<file path="config.mk">
export PLATFORM = sky130hd
export DESIGN_NAME = reg_file_rename_flat
export DESIGN_NICKNAME = d
export VERILOG_FILES = /design/src/rtl/reg_file_rename_pkg.sv /design/src/rtl/reg_file_rename_if.sv /design/src/rtl/reg_file_rename_rf_read_port.sv /design/src/rtl/reg_file_rename.sv /design/src/flat_wrapper.sv
export SDC_FILE = /design/constraint.sdc
export NUM_CORES = 2
export LEC_CHECK = 0
export ABC_AREA = 1
export ABC_CLOCK_PERIOD_IN_PS = 2750
export CAP_MARGIN = 20
export CELL_PAD_IN_SITES_DETAIL_PLACEMENT = 0
export CELL_PAD_IN_SITES_GLOBAL_PLACEMENT = 2
export CORE_UTILIZATION = 35
export CTS_CLUSTER_DIAMETER = 40
export DETAILED_ROUTE_END_ITERATION = 7
export PLACE_DENSITY_LB_ADDON = 0.1
export SLEW_MARGIN = 0
export SYNTH_ARGS = -nofsm -noshare
export SYNTH_HDL_FRONTEND = slang
export SYNTH_SLANG_ARGS = --single-unit
</file>
<file path="constraint.sdc">
create_clock -name clk_in -period 2.75 [get_ports clk_in]
set_clock_uncertainty 0.1 [all_clocks]
set_input_delay 0.275 -clock clk_in [delete_from_list [all_inputs] [get_ports clk_in]]
set_output_delay 0.275 -clock clk_in [all_outputs]
set_load 0.01 [all_outputs]
</file>
<file path="src/rtl/reg_file_rename_pkg.sv">
`default_nettype none
// ============================================================================
//  Module      : reg_file_rename_pkg
//  Description : Shared widths and constants for the architectural register
//                file / rename table and its dispatcher/ROB interface.
//  Revision    : 1.0 - initial release
// ============================================================================
package reg_file_rename_pkg;

    localparam int REG_NUM    = 32;
    localparam int REG_WIDTH  = 5;
    localparam int DATA_WIDTH = 32;
    localparam int ROB_WIDTH  = 4;

    localparam logic TRUE  = 1'b1;
    localparam logic FALSE = 1'b0;

    // x0 is hardwired to zero; tag 0 means "no in-flight producer".
    localparam logic [REG_WIDTH-1:0] ZERO_REG = '0;
    localparam logic [ROB_WIDTH-1:0] NO_TAG   = '0;

    // Only non-zero architectural registers can hold state.
    function automatic logic reg_writable(input logic [REG_WIDTH-1:0] idx);
        return (idx != ZERO_REG);
    endfunction

endpackage : reg_file_rename_pkg
`default_nettype wire

</file>
<file path="src/rtl/reg_file_rename_if.sv">
`default_nettype none
// ============================================================================
//  Module      : reg_file_rename_if
//  Description : Dispatcher rename/lookup and ROB commit/refresh signals seen
//                by the register file. master = dispatcher+ROB side,
//                slave = register file.
//  Revision    : 1.0 - initial release
// ============================================================================
interface reg_file_rename_if;
    import reg_file_rename_pkg::*;

    // dispatcher rename
    logic                  rdy_dp_in;
    logic [REG_WIDTH-1:0]  dest_dp_in;
    logic [ROB_WIDTH-1:0]  rob_id_dp_in;
    // dispatcher source lookup
    logic [REG_WIDTH-1:0]  rs1_dp_in;
    logic [REG_WIDTH-1:0]  rs2_dp_in;
    logic                  rs1_busy_dp_out;
    logic [ROB_WIDTH-1:0]  rs1_rob_dp_out;
    logic [DATA_WIDTH-1:0] rs1_val_dp_out;
    logic                  rs2_busy_dp_out;
    logic [ROB_WIDTH-1:0]  rs2_rob_dp_out;
    logic [DATA_WIDTH-1:0] rs2_val_dp_out;
    // ROB commit and flush
    logic                  rdy_commit_rob_in;
    logic [REG_WIDTH-1:0]  dest_rob_in;
    logic [DATA_WIDTH-1:0] value_rob_in;
    logic [ROB_WIDTH-1:0]  rob_id_rob_in;
    logic                  refresh_in;

    modport master (
        output rdy_dp_in, dest_dp_in, rob_id_dp_in, rs1_dp_in, rs2_dp_in,
        output rdy_commit_rob_in, dest_rob_in, value_rob_in, rob_id_rob_in,
        output refresh_in,
        input  rs1_busy_dp_out, rs1_rob_dp_out, rs1_val_dp_out,
        input  rs2_busy_dp_out, rs2_rob_dp_out, rs2_val_dp_out
    );

    modport slave (
        input  rdy_dp_in, dest_dp_in, rob_id_dp_in, rs1_dp_in, rs2_dp_in,
        input  rdy_commit_rob_in, dest_rob_in, value_rob_in, rob_id_rob_in,
        input  refresh_in,
        output rs1_busy_dp_out, rs1_rob_dp_out, rs1_val_dp_out,
        output rs2_busy_dp_out, rs2_rob_dp_out, rs2_val_dp_out
    );

endinterface : reg_file_rename_if
`default_nettype wire

</file>
<file path="src/rtl/reg_file_rename_rf_read_port.sv">
`default_nettype none
// ============================================================================
//  Module      : reg_file_rename_rf_read_port
//  Description : Combinational source-operand lookup (rf_read_port). Returns
//                value or producing ROB tag, with bypass of a same-cycle
//                commit from the tag that currently owns the register.
//  Revision    : 1.0 - initial release
// ============================================================================
module reg_file_rename_rf_read_port
    import reg_file_rename_pkg::*;
(
    input  wire logic [REG_WIDTH-1:0]  rs_in,
    input  wire logic [DATA_WIDTH-1:0] value_arr_in [REG_NUM],
    input  wire logic                  busy_arr_in  [REG_NUM],
    input  wire logic [ROB_WIDTH-1:0]  tag_arr_in   [REG_NUM],
    input  wire logic                  rdy_commit_in,
    input  wire logic [REG_WIDTH-1:0]  dest_commit_in,
    input  wire logic [DATA_WIDTH-1:0] value_commit_in,
    input  wire logic [ROB_WIDTH-1:0]  rob_id_commit_in,
    output logic                       busy_out,
    output logic [ROB_WIDTH-1:0]       rob_out,
    output logic [DATA_WIDTH-1:0]      val_out
);

    logic                  w_busy;
    logic [ROB_WIDTH-1:0]  w_tag;
    logic [DATA_WIDTH-1:0] w_value;
    logic                  w_bypass;

    assign w_busy  = busy_arr_in[rs_in];
    assign w_tag   = tag_arr_in[rs_in];
    assign w_value = value_arr_in[rs_in];

    // A commit only resolves the operand if it comes from the current owner;
    // a stale commit (register renamed again since) must not be forwarded.
    assign w_bypass = w_busy && rdy_commit_in && (dest_commit_in == rs_in) &&
                      (rob_id_commit_in == w_tag);

    // Priority lookup: x0, commit bypass, in-flight producer, stored value.
    always_comb begin
        busy_out = FALSE;
        rob_out  = NO_TAG;
        val_out  = '0;
        if (!reg_writable(rs_in)) begin
            busy_out = FALSE;
            rob_out  = NO_TAG;
            val_out  = '0;
        end else if (w_bypass) begin
            busy_out = FALSE;
            rob_out  = NO_TAG;
            val_out  = value_commit_in;
        end else if (w_busy) begin
            busy_out = TRUE;
            rob_out  = w_tag;
            val_out  = w_value;
        end else begin
            busy_out = FALSE;
            rob_out  = NO_TAG;
            val_out  = w_value;
        end
    end

endmodule : reg_file_rename_rf_read_port
`default_nettype wire

</file>
<file path="src/rtl/reg_file_rename.sv">
`default_nettype none
// ============================================================================
//  Module      : reg_file_rename
//  Description : Architectural register file plus rename table. Receives
//                renames from the dispatcher and in-order commits from the
//                ROB; answers two source lookups per cycle.
//  Revision    : 1.0 - initial release
// ============================================================================
module reg_file_rename
    import reg_file_rename_pkg::*;
(
    input  wire logic          clk_in,
    input  wire logic          rst_in,
    input  wire logic          rdy_in,
    reg_file_rename_if.slave   bus
);

    logic [DATA_WIDTH-1:0] r_value [REG_NUM];
    logic                  r_busy  [REG_NUM];
    logic [ROB_WIDTH-1:0]  r_tag   [REG_NUM];

    logic w_commit_en;
    logic w_rename_en;

    assign w_commit_en = bus.rdy_commit_rob_in && reg_writable(bus.dest_rob_in);
    assign w_rename_en = bus.rdy_dp_in && reg_writable(bus.dest_dp_in) && !bus.refresh_in;

    // State update: commit, then rename, then refresh; later non-blocking
    // assignments override earlier ones so the priority falls out naturally.
    // Refresh clears ownership only, so a commit in the flush cycle still lands.
    always_ff @(posedge clk_in) begin
        if (rst_in) begin
            for (int i = 0; i < REG_NUM; i++) begin
                r_value[i] <= '0;
                r_busy[i]  <= FALSE;
                r_tag[i]   <= NO_TAG;
            end
        end else if (rdy_in) begin
            if (w_commit_en) begin
                r_value[bus.dest_rob_in] <= bus.value_rob_in;
                if (r_tag[bus.dest_rob_in] == bus.rob_id_rob_in) begin
                    r_busy[bus.dest_rob_in] <= FALSE;
                    r_tag[bus.dest_rob_in]  <= NO_TAG;
                end
            end
            if (w_rename_en) begin
                r_busy[bus.dest_dp_in] <= TRUE;
                r_tag[bus.dest_dp_in]  <= bus.rob_id_dp_in;
            end
            if (bus.refresh_in) begin
                for (int i = 0; i < REG_NUM; i++) begin
                    r_busy[i] <= FALSE;
                    r_tag[i]  <= NO_TAG;
                end
            end
        end
    end

    reg_file_rename_rf_read_port u_rs1_port (
        .rs_in            (bus.rs1_dp_in),
        .value_arr_in     (r_value),
        .busy_arr_in      (r_busy),
        .tag_arr_in       (r_tag),
        .rdy_commit_in    (bus.rdy_commit_rob_in),
        .dest_commit_in   (bus.dest_rob_in),
        .value_commit_in  (bus.value_rob_in),
        .rob_id_commit_in (bus.rob_id_rob_in),
        .busy_out         (bus.rs1_busy_dp_out),
        .rob_out          (bus.rs1_rob_dp_out),
        .val_out          (bus.rs1_val_dp_out)
    );

    reg_file_rename_rf_read_port u_rs2_port (
        .rs_in            (bus.rs2_dp_in),
        .value_arr_in     (r_value),
        .busy_arr_in      (r_busy),
        .tag_arr_in       (r_tag),
        .rdy_commit_in    (bus.rdy_commit_rob_in),
        .dest_commit_in   (bus.dest_rob_in),
        .value_commit_in  (bus.value_rob_in),
        .rob_id_commit_in (bus.rob_id_rob_in),
        .busy_out         (bus.rs2_busy_dp_out),
        .rob_out          (bus.rs2_rob_dp_out),
        .val_out          (bus.rs2_val_dp_out)
    );

endmodule : reg_file_rename
`default_nettype wire

</file>
<file path="src/flat_wrapper.sv">
// flat-port wrapper written by rule: the top's interface ports become plain ports
module reg_file_rename_flat import reg_file_rename_pkg::*;
  (clk_in, rst_in, rdy_in, bus_rdy_dp_in, bus_dest_dp_in, bus_rob_id_dp_in, bus_rs1_dp_in, bus_rs2_dp_in, bus_rdy_commit_rob_in, bus_dest_rob_in, bus_value_rob_in, bus_rob_id_rob_in, bus_refresh_in, bus_rs1_busy_dp_out, bus_rs1_rob_dp_out, bus_rs1_val_dp_out, bus_rs2_busy_dp_out, bus_rs2_rob_dp_out, bus_rs2_val_dp_out);
  reg_file_rename_if bus_i ();
  input  wire logic clk_in;
  input  wire logic rst_in;
  input  wire logic rdy_in;
  input wire logic [$bits(bus_i.rdy_dp_in)-1:0] bus_rdy_dp_in;
  input wire logic [$bits(bus_i.dest_dp_in)-1:0] bus_dest_dp_in;
  input wire logic [$bits(bus_i.rob_id_dp_in)-1:0] bus_rob_id_dp_in;
  input wire logic [$bits(bus_i.rs1_dp_in)-1:0] bus_rs1_dp_in;
  input wire logic [$bits(bus_i.rs2_dp_in)-1:0] bus_rs2_dp_in;
  input wire logic [$bits(bus_i.rdy_commit_rob_in)-1:0] bus_rdy_commit_rob_in;
  input wire logic [$bits(bus_i.dest_rob_in)-1:0] bus_dest_rob_in;
  input wire logic [$bits(bus_i.value_rob_in)-1:0] bus_value_rob_in;
  input wire logic [$bits(bus_i.rob_id_rob_in)-1:0] bus_rob_id_rob_in;
  input wire logic [$bits(bus_i.refresh_in)-1:0] bus_refresh_in;
  output wire logic [$bits(bus_i.rs1_busy_dp_out)-1:0] bus_rs1_busy_dp_out;
  output wire logic [$bits(bus_i.rs1_rob_dp_out)-1:0] bus_rs1_rob_dp_out;
  output wire logic [$bits(bus_i.rs1_val_dp_out)-1:0] bus_rs1_val_dp_out;
  output wire logic [$bits(bus_i.rs2_busy_dp_out)-1:0] bus_rs2_busy_dp_out;
  output wire logic [$bits(bus_i.rs2_rob_dp_out)-1:0] bus_rs2_rob_dp_out;
  output wire logic [$bits(bus_i.rs2_val_dp_out)-1:0] bus_rs2_val_dp_out;
  assign bus_i.rdy_dp_in = bus_rdy_dp_in;
  assign bus_i.dest_dp_in = bus_dest_dp_in;
  assign bus_i.rob_id_dp_in = bus_rob_id_dp_in;
  assign bus_i.rs1_dp_in = bus_rs1_dp_in;
  assign bus_i.rs2_dp_in = bus_rs2_dp_in;
  assign bus_i.rdy_commit_rob_in = bus_rdy_commit_rob_in;
  assign bus_i.dest_rob_in = bus_dest_rob_in;
  assign bus_i.value_rob_in = bus_value_rob_in;
  assign bus_i.rob_id_rob_in = bus_rob_id_rob_in;
  assign bus_i.refresh_in = bus_refresh_in;
  assign bus_rs1_busy_dp_out = bus_i.rs1_busy_dp_out;
  assign bus_rs1_rob_dp_out = bus_i.rs1_rob_dp_out;
  assign bus_rs1_val_dp_out = bus_i.rs1_val_dp_out;
  assign bus_rs2_busy_dp_out = bus_i.rs2_busy_dp_out;
  assign bus_rs2_rob_dp_out = bus_i.rs2_rob_dp_out;
  assign bus_rs2_val_dp_out = bus_i.rs2_val_dp_out;
  reg_file_rename u_core (.clk_in(clk_in), .rst_in(rst_in), .rdy_in(rdy_in), .bus(bus_i));
endmodule
</file>
==> metrics <==
outcome=finished with violations; failing checks=setup timing; wire per inst=27.4 um; P_leak=~36 nW; syn_nets=between 10,000 and 15,000; Initial Util=0.352; switching power=16.0 mW; r2r endpoint=u_core.r_busy[27]$_SDFFE_PP0P_; Sw Share=0.274; max cap viols=0; Seq pwr share=0.297; Hold EP=u_core.r_value[142]$_SDFFE_PP0P_; WL final=377 mm; Clock transition at path regs=~0.05 ns; clock share of power=0.569; first-pass GRT wire length=533 mm; Core Util, Final=0.488; reg2reg path depth=19; vias in the first global route=72,740; share of post-route cells with drive strength above 1=0.210; mapped cell area=66,900 sq um; via/cell ratio=5.76; Final HPWL DP=between 200 and 300 mm; antenna-violating nets left=0; Layout area overhead=38.8%; Buffers on Ports=139; nets@finish=11,078; EDFF count, synth=0; global route overflow=0; Synth area leaders=dfxtp_1 (35%), nand2_1 (12%), a211oi_1 (11%); hold depth=4; post-route cell area=92,800 sq um; pins over their slew limit=0; Max-Slew Margin vs Limit=0.332; final number of setup-violating endpoints=74; crit path kind=register to output pin; total die area=a little under 200,000 sq um; post-synth cell types=43; top_reg_cell synth=dfxtp_1; drt pass-1 iters=8; final worst path period share=1.35; Finished Layout Cells=around 14,000; r2r setup slk=0.06 ns; Worst Hold Class=primary input to register; register bit count reported by yosys=1,184; CP endpoint kind=output pin; Placer Congestion=0.979; post-synthesis async set-or-reset flop share=0; Clock Tree Buf Depth=4; synth cell count leaders=nand2_1 (2,052), nor2_1 (1,385), a21oi_1 (1,203); dominant cell by count in the synthesized netlist=nand2_1; Post-Syn Instances=10,234; Site Rows=between 150 and 200; Crit path required time=2.38 ns; DR iter-0 viols=8,859; Logic pwr share=0.134; RSZ-0062 raised after global routing=true; # DRC=0; Clock Root Buffer=clkbuf_16; IO Pins=140; yosys warns=0; Post-Place Cells=13,159; post-synth top area cell=dfxtp_1; Die Height=about 440 um; PD cells=631 nW/um^2; Post-DP Area=80,500 sq um; Seq/Total Area, Yosys=0.354; Num CTS Buffers=about 280; FMAX=0.270 GHz; die span in x=about 440 um; clk_lat worst skew=0.93 ns; filler instances=18,972; vias=roughly 79,000; CTS tree=built; setup ws final=-0.952 ns; TritonCTS Sinks=~1,200; worst hold path startpoint=bus_value_rob_in[14]; area share of the largest cell type after synthesis=0.354; Total GRT Usage=0.377; Core Area=about 190,000 sq um; internal power=42.5 mW; CP startpoint kind=register; Slew @ Worst Pin=0.994 ns; average size of a mapped cell=6.53 sq um; antenna violations before repair=23; Max Fanout on Critical Path=7; reg-to-reg startpoint=u_core.r_tag[68]$_SDFFE_PP0P_; largest net degree at the start of global routing=95; critical path arrival=about 3.3 ns; Final Hold Violating Endpoints=0; min cycle time layout=3.70 ns; peak supply drop=590 uV; CTS H-tree depth=5
==> stage by stage <==
| stage | total power [mW] | TNS [ns] | hold WS, ns | setup WS (ns) |
|---|---|---|---|---|
| after floorplan | 20.8 | 0 | 0.320 | 0.334 |
| after global placement | 24.7 | -360.39 | 0.335 | -1.56 |
| after detailed placement | 24.7 | -340.64 | 0.339 | -1.53 |
| after CTS | 58.4 | -61.69 | 0.0377 | -0.935 |
| after global routing | 59.9 | -68.58 | 0.0778 | -1.02 |
| final | 58.5 | -62.15 | 0.0775 | -0.952 |
==> worst max path at each step <==
stage	startpoint	end	slack, ns	cells after the start
finish	u_core.r_tag[108]$_SDFFE_PP0P_	bus_rs1_val_dp_out[28]	-0.95	16
global route	u_core.r_tag[25]$_SDFFE_PP0P_	bus_rs2_val_dp_out[26]	-1.02	17
CTS	u_core.r_tag[75]$_SDFFE_PP0P_	bus_rs1_val_dp_out[31]	-0.94	17
detailed placement	bus_rs1_dp_in[2]	bus_rs1_val_dp_out[0]	-1.53	14
global placement	bus_rs1_dp_in[2]	bus_rs1_val_dp_out[0]	-1.56	14
floorplan	bus_rs2_dp_in[2]	bus_rs2_val_dp_out[22]	0.33	15
==> per-layer routing <==
metal,wire length [um],GRT usage
met4,20700,0.186
met5,0,0
met2,165000,0.584
met3,30400,0.0659
met1,161000,0.504
==> logic make-up (layout without fill, tap and decap cells) <==
group | after synthesis | after routing | synth area share
simple gates | 4000 | 4000 | 0.239
compound gates | 3430 | 3430 | 0.309
buf+inv | 1589 | 2563 | 0.0935
flops | 1184 | 1184 | 0.354
mux | 28 | 28 | 0.00419
xor+xnor | 3 | 3 | 0.000393
other cells | 0 | 10 | 0
==> power groups by stage <==
stage | combinational, mW | sequential [mW] | clock (mW)
3_5_place_dp | 7.04 | 17.7 | 0
5_1_grt | 8.14 | 17.4 | 34.4
4_1_cts | 7.44 | 17.4 | 33.6
2_1_floorplan | 3.11 | 17.7 | 0
6_report | 7.83 | 17.4 | 33.3
3_3_place_gp | 7.04 | 17.7 | 0
==> sequential cells by signal, indices dropped and copies added (netlist names) <==
| signal | cells |
|---|---|
| u_core.r_busy | 32 |
| u_core.r_tag | 128 |
| u_core.r_value | 1024 |
==> placed cells by master, fill, tap and decap left out, types with 53 or more instances in the layout <==
| cell type | n |
|---|---|
| nand3_1 | 391 |
| a211oi_1 | 978 |
| nand2_1 | 1985 |
| o211ai_1 | 104 |
| nand2_2 | 53 |
| dfxtp_1 | 1145 |
| inv_2 | 61 |
| clkbuf_8 | 55 |
| clkbuf_16 | 289 |
| o21ai_0 | 843 |
| o311ai_0 | 73 |
| buf_12 | 290 |
| a21oi_1 | 1133 |
| nor2_1 | 1318 |
| buf_2 | 54 |
| buf_4 | 989 |
| nand3_2 | 83 |
| inv_1 | 508 |
| a21oi_2 | 54 |
==> area by class of cell <==
class	count	area, sq um	area share
multi-input cells	7461	38700	0.417
flip-flops and latches	1184	23800	0.256
repair buffers	1480	15600	0.168
clock buffers	366	7900	0.0852
well taps	2511	3140	0.0339
inverters	608	2330	0.0251
clock inverters	109	1350	0.0146
diodes	10	25.0	0.000270
==> worst max-delay path, stage by stage (launching register included) <==
cell and delay [ns]:
dfxtp_1 0.33, buf_4 0.15, o21ai_0 0.26, o22ai_1 0.14, nand2_1 0.13, nand4_1 0.17
nand2_1 0.13, nand2_1 0.07, nand3_2 0.09, nor2_4 0.06, buf_12 0.14, buf_12 0.16
buf_16 0.16, nand3_2 0.07, nand2_2 0.06, nor2_2 0.17, buf_2 0.16
==> repair_timing <==
action	4_1_cts	5_1_grt
hold buffers	3	0
pin swaps	130	114
buffers inserted	53	17
hold endpoints to repair	147	0
cloned	20	8
setup endpoints to repair	74	180
gates resized for setup	625	263
No activity file was read; power rests on OpenSTA's default activity.
